===== config.mk =====
export PLATFORM = sky130hd
export DESIGN_NAME = muldiv_unit
export DESIGN_NICKNAME = d
export VERILOG_FILES = /design/src/rtl/muldiv_unit.sv
export SDC_FILE = /design/constraint.sdc
export NUM_CORES = 1
export LEC_CHECK = 0
export BUFFER_PORTS_ARGS = -buffer_cell sky130_fd_sc_hd__buf_2
export CAP_MARGIN = 20
export CELL_PAD_IN_SITES_DETAIL_PLACEMENT = 0
export CELL_PAD_IN_SITES_GLOBAL_PLACEMENT = 1
export CORE_ASPECT_RATIO = 1.25
export CORE_MARGIN = 3
export CORE_UTILIZATION = 35
export CTS_CLUSTER_SIZE = 28
export DETAILED_ROUTE_END_ITERATION = 6
export PLACE_DENSITY_LB_ADDON = 0.12
export SKIP_LAST_GASP = 1
export SLEW_MARGIN = 20
export SYNTH_ARGS = -nofsm -noshare
export SYNTH_HDL_FRONTEND = slang
export SYNTH_SLANG_ARGS = --single-unit

===== constraint.sdc =====
create_clock -name clk -period 3.5 [get_ports clk]
set_input_delay 0.525 -clock clk [delete_from_list [all_inputs] [get_ports clk]]
set_output_delay 0.525 -clock clk [all_outputs]
set_load 0.02 [all_outputs]

===== src/rtl/muldiv_unit.sv =====
// muldiv_unit: iterative multiply/divide unit beside the main ALU.
// Owns the HI/LO pair, decodes the MDU funct codes, and runs a
// shift-add multiply or a restoring shift-subtract divide over WIDTH+1 cycles.
module muldiv_unit #(
  parameter int WIDTH = 32,
  parameter int CNTW  = $clog2(WIDTH + 1)
) (
  input  logic             clk,
  input  logic             reset,
  input  logic             start,
  input  logic [5:0]       funct,
  input  logic [WIDTH-1:0] srca,
  input  logic [WIDTH-1:0] srcb,
  output logic [WIDTH-1:0] result,
  output logic             busy,
  output logic             stall,
  output logic             done,
  output logic [WIDTH-1:0] hi,
  output logic [WIDTH-1:0] lo
);

  localparam logic [5:0] F_MULT  = 6'b011000;
  localparam logic [5:0] F_MULTU = 6'b011001;
  localparam logic [5:0] F_DIV   = 6'b011010;
  localparam logic [5:0] F_DIVU  = 6'b011011;
  localparam logic [5:0] F_MFHI  = 6'b010000;
  localparam logic [5:0] F_MTHI  = 6'b010001;
  localparam logic [5:0] F_MFLO  = 6'b010010;
  localparam logic [5:0] F_MTLO  = 6'b010011;

  localparam logic [CNTW-1:0]  CNT_ZERO = CNTW'(0);
  localparam logic [CNTW-1:0]  CNT_ONE  = CNTW'(1);
  localparam logic [CNTW-1:0]  CNT_LAST = CNTW'(WIDTH - 1);
  localparam logic [WIDTH-1:0] W_ZERO   = {WIDTH{1'b0}};
  localparam logic [WIDTH-1:0] W_ONES   = {WIDTH{1'b1}};

  typedef enum logic [1:0] {
    S_IDLE = 2'd0,
    S_CALC = 2'd1,
    S_FIX  = 2'd2
  } state_t;

  // Magnitude of an operand; unsigned ops pass the raw value through.
  function automatic logic [WIDTH-1:0] f_mag(input logic [WIDTH-1:0] v, input logic sgn);
    if (sgn && v[WIDTH-1]) f_mag = W_ZERO - v;
    else                   f_mag = v;
  endfunction

  // Conditional two's-complement negation of a WIDTH-bit value.
  function automatic logic [WIDTH-1:0] f_cneg(input logic [WIDTH-1:0] v, input logic neg);
    if (neg) f_cneg = W_ZERO - v;
    else     f_cneg = v;
  endfunction

  state_t                 state_r, state_nx_s;
  logic [CNTW-1:0]        cnt_r;
  logic                   op_div_r;
  logic                   neg_q_r;     // product / quotient is negative
  logic                   neg_r_r;     // dividend was negative (remainder sign)
  logic [WIDTH-1:0]       a_mag_r;
  logic [WIDTH-1:0]       b_mag_r;
  logic [WIDTH-1:0]       acc_hi_r;
  logic [WIDTH-1:0]       acc_lo_r;
  logic [WIDTH-1:0]       hi_r, lo_r;
  logic                   done_r;

  logic                   is_muldiv_s;
  logic                   is_mdu_s;
  logic                   is_signed_s;
  logic [WIDTH:0]         mul_sum_s;
  logic [WIDTH:0]         div_shift_s;
  logic [WIDTH:0]         div_diff_s;
  logic                   div_ok_s;
  logic [2*WIDTH-1:0]     prod_fix_s;
  logic [WIDTH-1:0]       fix_hi_s, fix_lo_s;

  assign hi    = hi_r;
  assign lo    = lo_r;
  assign done  = done_r;
  assign busy  = (state_r != S_IDLE);
  assign stall = start & busy & is_mdu_s;

  // Decode of the funct field: mult/div group and the whole MDU group.
  always_comb begin
    is_muldiv_s = 1'b0;
    is_mdu_s    = 1'b0;
    is_signed_s = 1'b0;
    case (funct)
      F_MULT, F_DIV: begin
        is_muldiv_s = 1'b1;
        is_mdu_s    = 1'b1;
        is_signed_s = 1'b1;
      end
      F_MULTU, F_DIVU: begin
        is_muldiv_s = 1'b1;
        is_mdu_s    = 1'b1;
      end
      F_MFHI, F_MTHI, F_MFLO, F_MTLO: begin
        is_mdu_s = 1'b1;
      end
      default: begin
        is_mdu_s = 1'b0;
      end
    endcase
  end

  // Read port: mfhi/mflo return HI/LO, anything else drives zero.
  always_comb begin
    result = W_ZERO;
    if (start) begin
      case (funct)
        F_MFHI:  result = hi_r;
        F_MFLO:  result = lo_r;
        default: result = W_ZERO;
      endcase
    end else begin
      result = W_ZERO;
    end
  end

  // One iteration step of each algorithm plus the final sign fix-up.
  always_comb begin
    // Shift-add: conditionally add multiplicand into the upper half, then shift right.
    if (acc_lo_r[0]) mul_sum_s = {1'b0, acc_hi_r} + {1'b0, a_mag_r};
    else             mul_sum_s = {1'b0, acc_hi_r};
    // Restoring divide: shift next dividend bit into the remainder and trial-subtract.
    div_shift_s = {acc_hi_r, acc_lo_r[WIDTH-1]};
    div_diff_s  = div_shift_s - {1'b0, b_mag_r};
    div_ok_s    = ~div_diff_s[WIDTH];
    // Sign fix-up; -2^(W-1)/-1 falls out naturally as quotient 2^(W-1), remainder 0.
    if (neg_q_r) prod_fix_s = {(2*WIDTH){1'b0}} - {acc_hi_r, acc_lo_r};
    else         prod_fix_s = {acc_hi_r, acc_lo_r};
    if (!op_div_r) begin
      fix_hi_s = prod_fix_s[2*WIDTH-1:WIDTH];
      fix_lo_s = prod_fix_s[WIDTH-1:0];
    end else if (b_mag_r == W_ZERO) begin
      // Divide by zero: quotient all ones, remainder is the original dividend.
      fix_hi_s = f_cneg(a_mag_r, neg_r_r);
      fix_lo_s = W_ONES;
    end else begin
      fix_hi_s = f_cneg(acc_hi_r, neg_r_r);
      fix_lo_s = f_cneg(acc_lo_r, neg_q_r);
    end
  end

  // Next-state logic for IDLE -> CALC -> FIX -> IDLE.
  always_comb begin
    state_nx_s = state_r;
    case (state_r)
      S_IDLE: begin
        if (start && is_muldiv_s) state_nx_s = S_CALC;
        else                      state_nx_s = S_IDLE;
      end
      S_CALC: begin
        if (cnt_r == CNT_LAST) state_nx_s = S_FIX;
        else                   state_nx_s = S_CALC;
      end
      S_FIX:   state_nx_s = S_IDLE;
      default: state_nx_s = S_IDLE;
    endcase
  end

  // State register.
  always_ff @(posedge clk) begin
    if (!reset) state_r <= S_IDLE;
    else        state_r <= state_nx_s;
  end

  // Datapath: operand capture, iteration, HI/LO writes and done pulse.
  always_ff @(posedge clk) begin
    if (!reset) begin
      cnt_r    <= CNT_ZERO;
      op_div_r <= 1'b0;
      neg_q_r  <= 1'b0;
      neg_r_r  <= 1'b0;
      a_mag_r  <= W_ZERO;
      b_mag_r  <= W_ZERO;
      acc_hi_r <= W_ZERO;
      acc_lo_r <= W_ZERO;
      hi_r     <= W_ZERO;
      lo_r     <= W_ZERO;
      done_r   <= 1'b0;
    end else begin
      done_r <= 1'b0;
      case (state_r)
        S_IDLE: begin
          if (start && is_muldiv_s) begin
            cnt_r    <= CNT_ZERO;
            op_div_r <= funct[1];
            neg_q_r  <= is_signed_s & (srca[WIDTH-1] ^ srcb[WIDTH-1]);
            neg_r_r  <= is_signed_s & funct[1] & srca[WIDTH-1];
            a_mag_r  <= f_mag(srca, is_signed_s);
            b_mag_r  <= f_mag(srcb, is_signed_s);
            acc_hi_r <= W_ZERO;
            // Multiply shifts the multiplier out of LO; divide shifts the dividend out.
            acc_lo_r <= funct[1] ? f_mag(srca, is_signed_s) : f_mag(srcb, is_signed_s);
          end else if (start && funct == F_MTHI) begin
            hi_r <= srca;
          end else if (start && funct == F_MTLO) begin
            lo_r <= srca;
          end
        end
        S_CALC: begin
          cnt_r <= cnt_r + CNT_ONE;
          if (op_div_r) begin
            acc_hi_r <= div_ok_s ? div_diff_s[WIDTH-1:0] : div_shift_s[WIDTH-1:0];
            acc_lo_r <= {acc_lo_r[WIDTH-2:0], div_ok_s};
          end else begin
            acc_hi_r <= mul_sum_s[WIDTH:1];
            acc_lo_r <= {mul_sum_s[0], acc_lo_r[WIDTH-1:1]};
          end
        end
        S_FIX: begin
          hi_r   <= fix_hi_s;
          lo_r   <= fix_lo_s;
          done_r <= 1'b1;
        end
        default: begin
          done_r <= 1'b0;
        end
      endcase
    end
  end

endmodule


==> results of run 1 <==
-- state kept, by name, indices dropped and copies added, names as in the netlist --
register and flops:
b_mag_r 32, acc_lo_r 32, lo 32, a_mag_r 32, state_r 2, done 1, acc_hi_r 32, neg_r_r 1
op_div_r 1, neg_q_r 1, hi 32, cnt_r 6
-- cells in the final DEF, fill, tap and decap left out, types with 23 or more instances in the layout --
master	instances
a211oi_1	104
a21o_1	25
a21oi_1	207
a31oi_1	32
buf_2	171
buf_4	195
clkbuf_16	27
dfxtp_1	201
ha_1	70
inv_1	66
mux2i_1	93
nand2_1	253
nand3_1	50
nand4_1	23
nor2_1	232
nor3_1	40
o211ai_1	49
o21ai_0	145
o221ai_1	34
o31ai_1	43
or3_1	32
or4_1	23
xnor2_1	138
xor2_1	77
-- cells by family (layout without fill, tap and decap cells) --
kind of cell / after synthesis / count (layout) / synth area share [%]
buffers and inverters: 267 / 489 / 5.752
muxes: 100 / 100 / 5.759
DFF: 204 / 204 / 23.03
xor gates and xnor gates: 217 / 217 / 10.72
and+or+nand+nor: 783 / 783 / 20.54
AOI/OAI and AO/OA: 782 / 782 / 29.03
adders and majority gates: 72 / 72 / 5.166
-- worst max-delay path by stage --
stage / from / end / slack [ns]
finish: a_mag_r[9] / hi[19] / 0.05
CTS: acc_lo_r[31] / acc_hi_r[8] / -0.04
global placement: acc_lo_r[31] / acc_hi_r[10] / -0.08
floorplan: acc_lo_r[31] / acc_hi_r[6] / 0.35
detailed placement: acc_lo_r[31] / acc_hi_r[10] / -0.11
global route: a_mag_r[9] / hi[19] / 0.01
-- where the power goes --
part / switching, mW / internal [mW]
clock: 1.15 / 1.60
combinational: 0.981 / 0.562
sequential: 0.0492 / 2.36
-- worst max-delay path: cells and delay by family, from the launching register on --
family	cells	cell delay (ns)
AND/OR/NAND/NOR	3	1.57
AO/OA/AOI/OAI	4	0.99
flip-flops	1	0.41
buffers and inverters	1	0.21
XOR/XNOR	1	0.16
-- final cells by class --
type	count	area, µm²
Clock buffer	37	773.2
Sequential cell	204	4090
Fill cell	5227	28560
Multi-Input combinational cell	1954	12720
Timing Repair Buffer	373	2460
Tap cell	651	814.5
Inverter	69	261.5
Clock inverter	10	77.57
-- what timing repair did --
item                                    in CTS  in global routing
pin swaps                                    1                  2
endpoints found under the setup margin      15                 31
setup buffers                                1                  2
gates cloned                                 0                  0
gates resized for setup                      1                  7
hold buffers                                 0                  0
-- layer usage --
layer  track usage [%]  vias up  wire length (µm)  share of wire [%]
li1                  -     9248                 -                  -
met1             37.81     9435             34820                 43
met2             50.34      722             39020                 48
met3             3.050      136              4720                5.8
met4             10.79        0              3357                4.1
met5                 0        -                 0                  0
-- stage by stage --
stage | std cells | setup slack (ns)
3_3_place_gp | 3248 | -0.07978
2_1_floorplan | 2425 | 0.3478
6_report | 3298 | 0.04676
4_1_cts | 3296 | -0.04162
5_1_grt | 3298 | 0.01180
3_5_place_dp | 3248 | -0.1091
==> reports/results.ini, run 1 <==
[hold_path]
min_path_cells=3
holdCritPathClass=in -> reg
whs_endpoint=hi[25]
worstHoldStart=srca[25]

[logic_synthesis]
synth_commonest_cells=nand2_1 (254), nor2_1 (235), a21oi_1 (209)
netlist_instances=2425
syn_avg_cell_area_um2=7.311
ys_async_sr_fraction_pct=0
synth-edff-count=0
synth_flop_cell=dfxtp_1
yosysWarningCount=0
synth.area.top_cells=dfxtp_1 (23%), xnor2_1 (6.9%), a21oi_1 (5.9%)
syn-num-nets=2570
yosys.area.top_type=dfxtp_1
synth_top_cell_area_share_pct=23.03
ys_types=82
synth_seq_cells=204
synth_area_um2=17730
yosys.cell_count.top_type=nand2_1
seq_area_frac_synth_pct=23.03

[power_and_ir_drop]
leakagePower_nw=8.530
peakVddDrop_v=0.0003268
finalPower_mw=6.697
power.density_nw_per_um2=315.9

[drt]
drt_iter0_markers=1483
drt-total-wl_mm=81.92
num_vias=19540
avgRoutedWirePerCell_um=24.84
drt-vias-per-instance=5.925
drt_first_pass_iters=5
antenna_left=0
detail_route.drc_violations=0

[timing]
finClkSkew_ns=0.02386
finalCritPeriodShare_pct=98.66
finalHoldViolations=0
tns_ns=0
whs_ns=0.2942
drv_slew=0
setup_viol=0
worstMarginPinSlew_ns=1.090
grt_setup_unrepaired=false
slew_headroom_pct=27.33
max_freq_mhz=289.6
post-route-min-period_ns=3.453

[placed_design]
place_area_um2=20280
globalplace.congestion=0.9542
dp_hpwl_mm=63.97
port_buffers=171

[setup_path]
worst-setup-path-type=reg -> reg
critPathCaptureType=flip-flop
timing.rr.end=hi[19]
slowest_delay_ns=0.60
worstPathCellList=or4_1 > or4_1 > or2_2 > o31ai_1 > xor2_1 > o21ai_0 > a211oi_1 > buf_4 > o21ai_0
cp.arrival_ns=3.89
cp-start-kind=flip-flop
cp_max_fo=5
r2r-start=a_mag_r[9]
r2r_cells=9
required_ns=3.94
cp_slowest_cell=or4_1
r2r_slack_ns=0.05

[cts]
h-tree-depth=1
cts_buffers=26
cts_buffer_depth=3
clk_pin_slew_worst_paths_ns=0.06
clk_latency_ns=0.57
cts_sinks=204
cts_root_buf=clkbuf_16
tritoncts=yes

[job]
drv_cap=0

[floorplanning]
rows=91
die_y_um=257.6
start_util_pct=35.63
core_area_um2=49760
dieArea_um2=53410
die_w_um=207.3
num_io_pins=172

[global_route]
overflow=0
grt_max_degree=69
first_global_vias=18920
grt_usage_pct=29.22
antenna_found_initial=2
grt_pass1_wl_mm=122.0

[final_layout]
final_area_um2=21200
nNetsFinal=2773
antenna_cells=0
synthToLayoutAreaGrowth_pct=19.57
drive_gt1_share_pct=17.83
postLayoutCoreUtil_pct=42.61

[outcome]
outcome=finished, final reports clean

Power figures use the tool's default switching activity.
==> inputs of run 2 (changes only) <==
clock period = 3.85 ns   (was 3.5 ns; I/O delays follow)
==> run 2 against run 1 <==
Maximum frequency fell by 8.3%. First-iteration DRC count grew 6.3%. Non-clock buffer count down 83. Largest power group unchanged. Die area did not move. Register-to-register slack gained 0.04 ns.
==> reports/results.ini, run 2 (synthesized netlist as in run 1, its figures left out) <==
[drt]
drt-vias-per-instance=5.919  ; was 5.925
detail_route.drc_violations=0  ; unchanged
num_vias=19020  ; was 19540
drt-total-wl_mm=79.96  ; was 81.92 mm
drt_iter0_markers=1577  ; was 1483
avgRoutedWirePerCell_um=24.88  ; was 24.84 µm
drt_first_pass_iters=6  ; was 5
antenna_left=0  ; unchanged

[placed_design]
dp_hpwl_mm=61.79  ; was 63.97 mm
port_buffers=171  ; unchanged
post-place-ws_ns=0.08662  ; was -0.1091 ns
globalplace.congestion=0.9424  ; was 0.9542
placed_cells=3167  ; was 3248
place_area_um2=19650  ; was 20280 µm²

[cts]
ctsResizeCount=0  ; was 1
clk_pin_slew_worst_paths_ns=0.06  ; about the same
postCtsSetupBuffers=0  ; was 1
cts_buffer_depth=3  ; unchanged
cts_sinks=204  ; unchanged
clk_latency_ns=0.56  ; was 0.57 ns
tritoncts=yes  ; unchanged
cts_buffers=26  ; unchanged
h-tree-depth=1  ; unchanged
cts_root_buf=clkbuf_16  ; unchanged
hold_buffers=0  ; unchanged

[final_layout]
final_cell_count_no_fill=3214  ; was 3298
antenna_cells=0  ; unchanged
n_fill_cell=5197  ; was 5227
final_area_um2=20530  ; was 21200 µm²
final_common_cell=nand2_1  ; unchanged
multiInputGateArea_um2=12680  ; was 12720 µm²
nNetsFinal=2690  ; was 2773
postLayoutCoreUtil_pct=41.26  ; was 42.61%
drive_gt1_share_pct=14.90  ; was 17.83%
synthToLayoutAreaGrowth_pct=15.80  ; was 19.57%
mostFrequentLayoutCells=nand2_1 (254), nor2_1 (232), a21oi_1 (209), dfxtp_1 (201), buf_2 (171)  ; was nand2_1 (253), nor2_1 (232), a21oi_1 (207), dfxtp_1 (201), buf_4 (195)
ff_latch_area_um2=4090  ; unchanged

[setup_path]
worstPathCellList=buf_4 > ha_1 > nand4_1 > nor4_1 > o211ai_1 > nand3_1 > o21ai_0 > buf_4 > o21ai_0 > o21ai_0 > a211o_1 > a32oi_1  ; was or4_1 > or4_1 > or2_2 > o31ai_1 > xor2_1 > o21ai_0 > a211oi_1 > buf_4 > o21ai_0
r2r_cells=12  ; was 9
worstSetupStartpoint=acc_hi_r[10]  ; was a_mag_r[9]
cp.arrival_ns=4.25  ; was 3.89 ns
r2r-start=acc_hi_r[10]  ; was a_mag_r[9]
slowest_delay_ns=0.62  ; was 0.60 ns
crit_cells=12  ; was 9
cp-start-kind=flip-flop  ; unchanged
crit_family=compound AO/OA/AOI/OAI gates  ; was simple AND/OR/NAND/NOR gates
critPathCaptureType=flip-flop  ; unchanged
cp_common_cell=o21ai_0
required_ns=4.34  ; was 3.94 ns
crit_buf_inv=2  ; was 1
r2r_slack_ns=0.08  ; was 0.05 ns
cp_max_fo=9  ; was 5
cp_slowest_cell=nor4_1  ; was or4_1
crit_path_end=acc_hi_r[31]  ; was hi[19]
worst-setup-path-type=reg -> reg  ; unchanged
timing.rr.end=acc_hi_r[31]  ; was hi[19]

[power_and_ir_drop]
power.internal_mw=4.112  ; was 4.518 mW
power.share.clock_pct=42.3  ; was 41.1%
combPwrFrac_pct=21.5  ; was 23.0%
p_sw_share_pct=32.06  ; was 32.54%
peakVddDrop_v=0.0002497  ; was 0.0003268 V
leakagePower_nw=8.104  ; was 8.530 nW
power.density_nw_per_um2=294.8  ; was 315.9 nW/µm²
pwr-share-seq_pct=36.2  ; was 35.9%
power_switching_mw=1.940  ; was 2.179 mW

[timing]
drv_slew=0  ; unchanged
worstMarginPinSlew_ns=1.035  ; was 1.090 ns
grt_setup_unrepaired=false  ; unchanged
finalHoldViolations=0  ; unchanged
tns_ns=0  ; unchanged
finClkSkew_ns=0.01418  ; was 0.02386 ns
slew_headroom_pct=30.54  ; was 27.33%
finalCritPeriodShare_pct=97.86  ; was 98.66%
post-route-min-period_ns=3.768  ; was 3.453 ns
finalWorstSetupSlack_ns=0.08220  ; was 0.04676 ns
setup_viol=0  ; unchanged
max_freq_mhz=265.4  ; was 289.6 MHz

[floorplanning]
start_util_pct=35.63  ; unchanged
core_area_um2=49760  ; unchanged
die_w_um=207.3  ; unchanged
die_y_um=257.6  ; unchanged
rows=91  ; unchanged
dieArea_um2=53410  ; unchanged
num_io_pins=172  ; unchanged

[global_route]
first_global_vias=18400  ; was 18920
grt_pass1_wl_mm=119.5  ; was 122.0 mm
grt_usage_pct=28.49  ; was 29.22%
grt_max_degree=119  ; was 69
antenna_found_initial=2  ; unchanged
overflow=0  ; unchanged

[job]
drv_cap=0  ; unchanged

[outcome]
outcome=finished, final reports clean  ; unchanged

[hold_path]
holdCritPathClass=in -> reg  ; unchanged

run 2: worst min-delay path by stage:
stage                        start       end  slack (ns)  cells past startpoint
final                     srca[17]    hi[17]        0.33                      3
after global routing      srca[17]    hi[17]        0.35                      3
after CTS                 srca[17]    hi[17]        0.31                      3
after detailed placement    lo[14]    lo[14]        0.46                      2
after global placement    cnt_r[5]  cnt_r[5]        0.45                      2
after floorplan           cnt_r[3]  cnt_r[3]        0.45                      1
run 2: layout make-up:
| class | count | share of cell area, % |
|---|---|---|
| multi-input cells | 1954 | 61.74 |
| flip-flops and latches | 204 | 19.92 |
| repair buffers | 290 | 8.843 |
| well taps | 651 | 3.967 |
| clock buffers | 37 | 3.766 |
| inverters | 69 | 1.274 |
| clock inverters | 9 | 0.4875 |
run 2: power groups by stage:
stage | Sequential, mW | Clock (mW) | Combinational, mW
floorplan | 2.22 | 0 | 0.768
global placement | 2.24 | 0 | 1.28
detailed placement | 2.24 | 0 | 1.28
CTS | 2.19 | 2.60 | 1.29
global route | 2.20 | 2.68 | 1.40
finish | 2.19 | 2.56 | 1.30
run 2: per-layer routing:
layer  GRT usage (%)  wire length, µm
met5               0               13
met4           10.24             3167
met3           2.479             4069
met2           48.89            38190
met1           37.44            34520
run 2: worst register-to-register path, cell delays in order (launching register included):
cell and delay (ns):
dfxtp_1 0.32, buf_4 0.19, ha_1 0.46, nand4_1 0.20
nor4_1 0.62, o211ai_1 0.41, nand3_1 0.30, o21ai_0 0.12
buf_4 0.17, o21ai_0 0.33, o21ai_0 0.15, a211o_1 0.30
a32oi_1 0.14
run 2: stage by stage:
stage          total power [mW]  hold slack (ns)
6_report                  6.053           0.3332
3_5_place_dp              3.519           0.4620
3_3_place_gp              3.514           0.4541
4_1_cts                   6.081           0.3141
2_1_floorplan             2.985           0.4452
5_1_grt                   6.274           0.3497
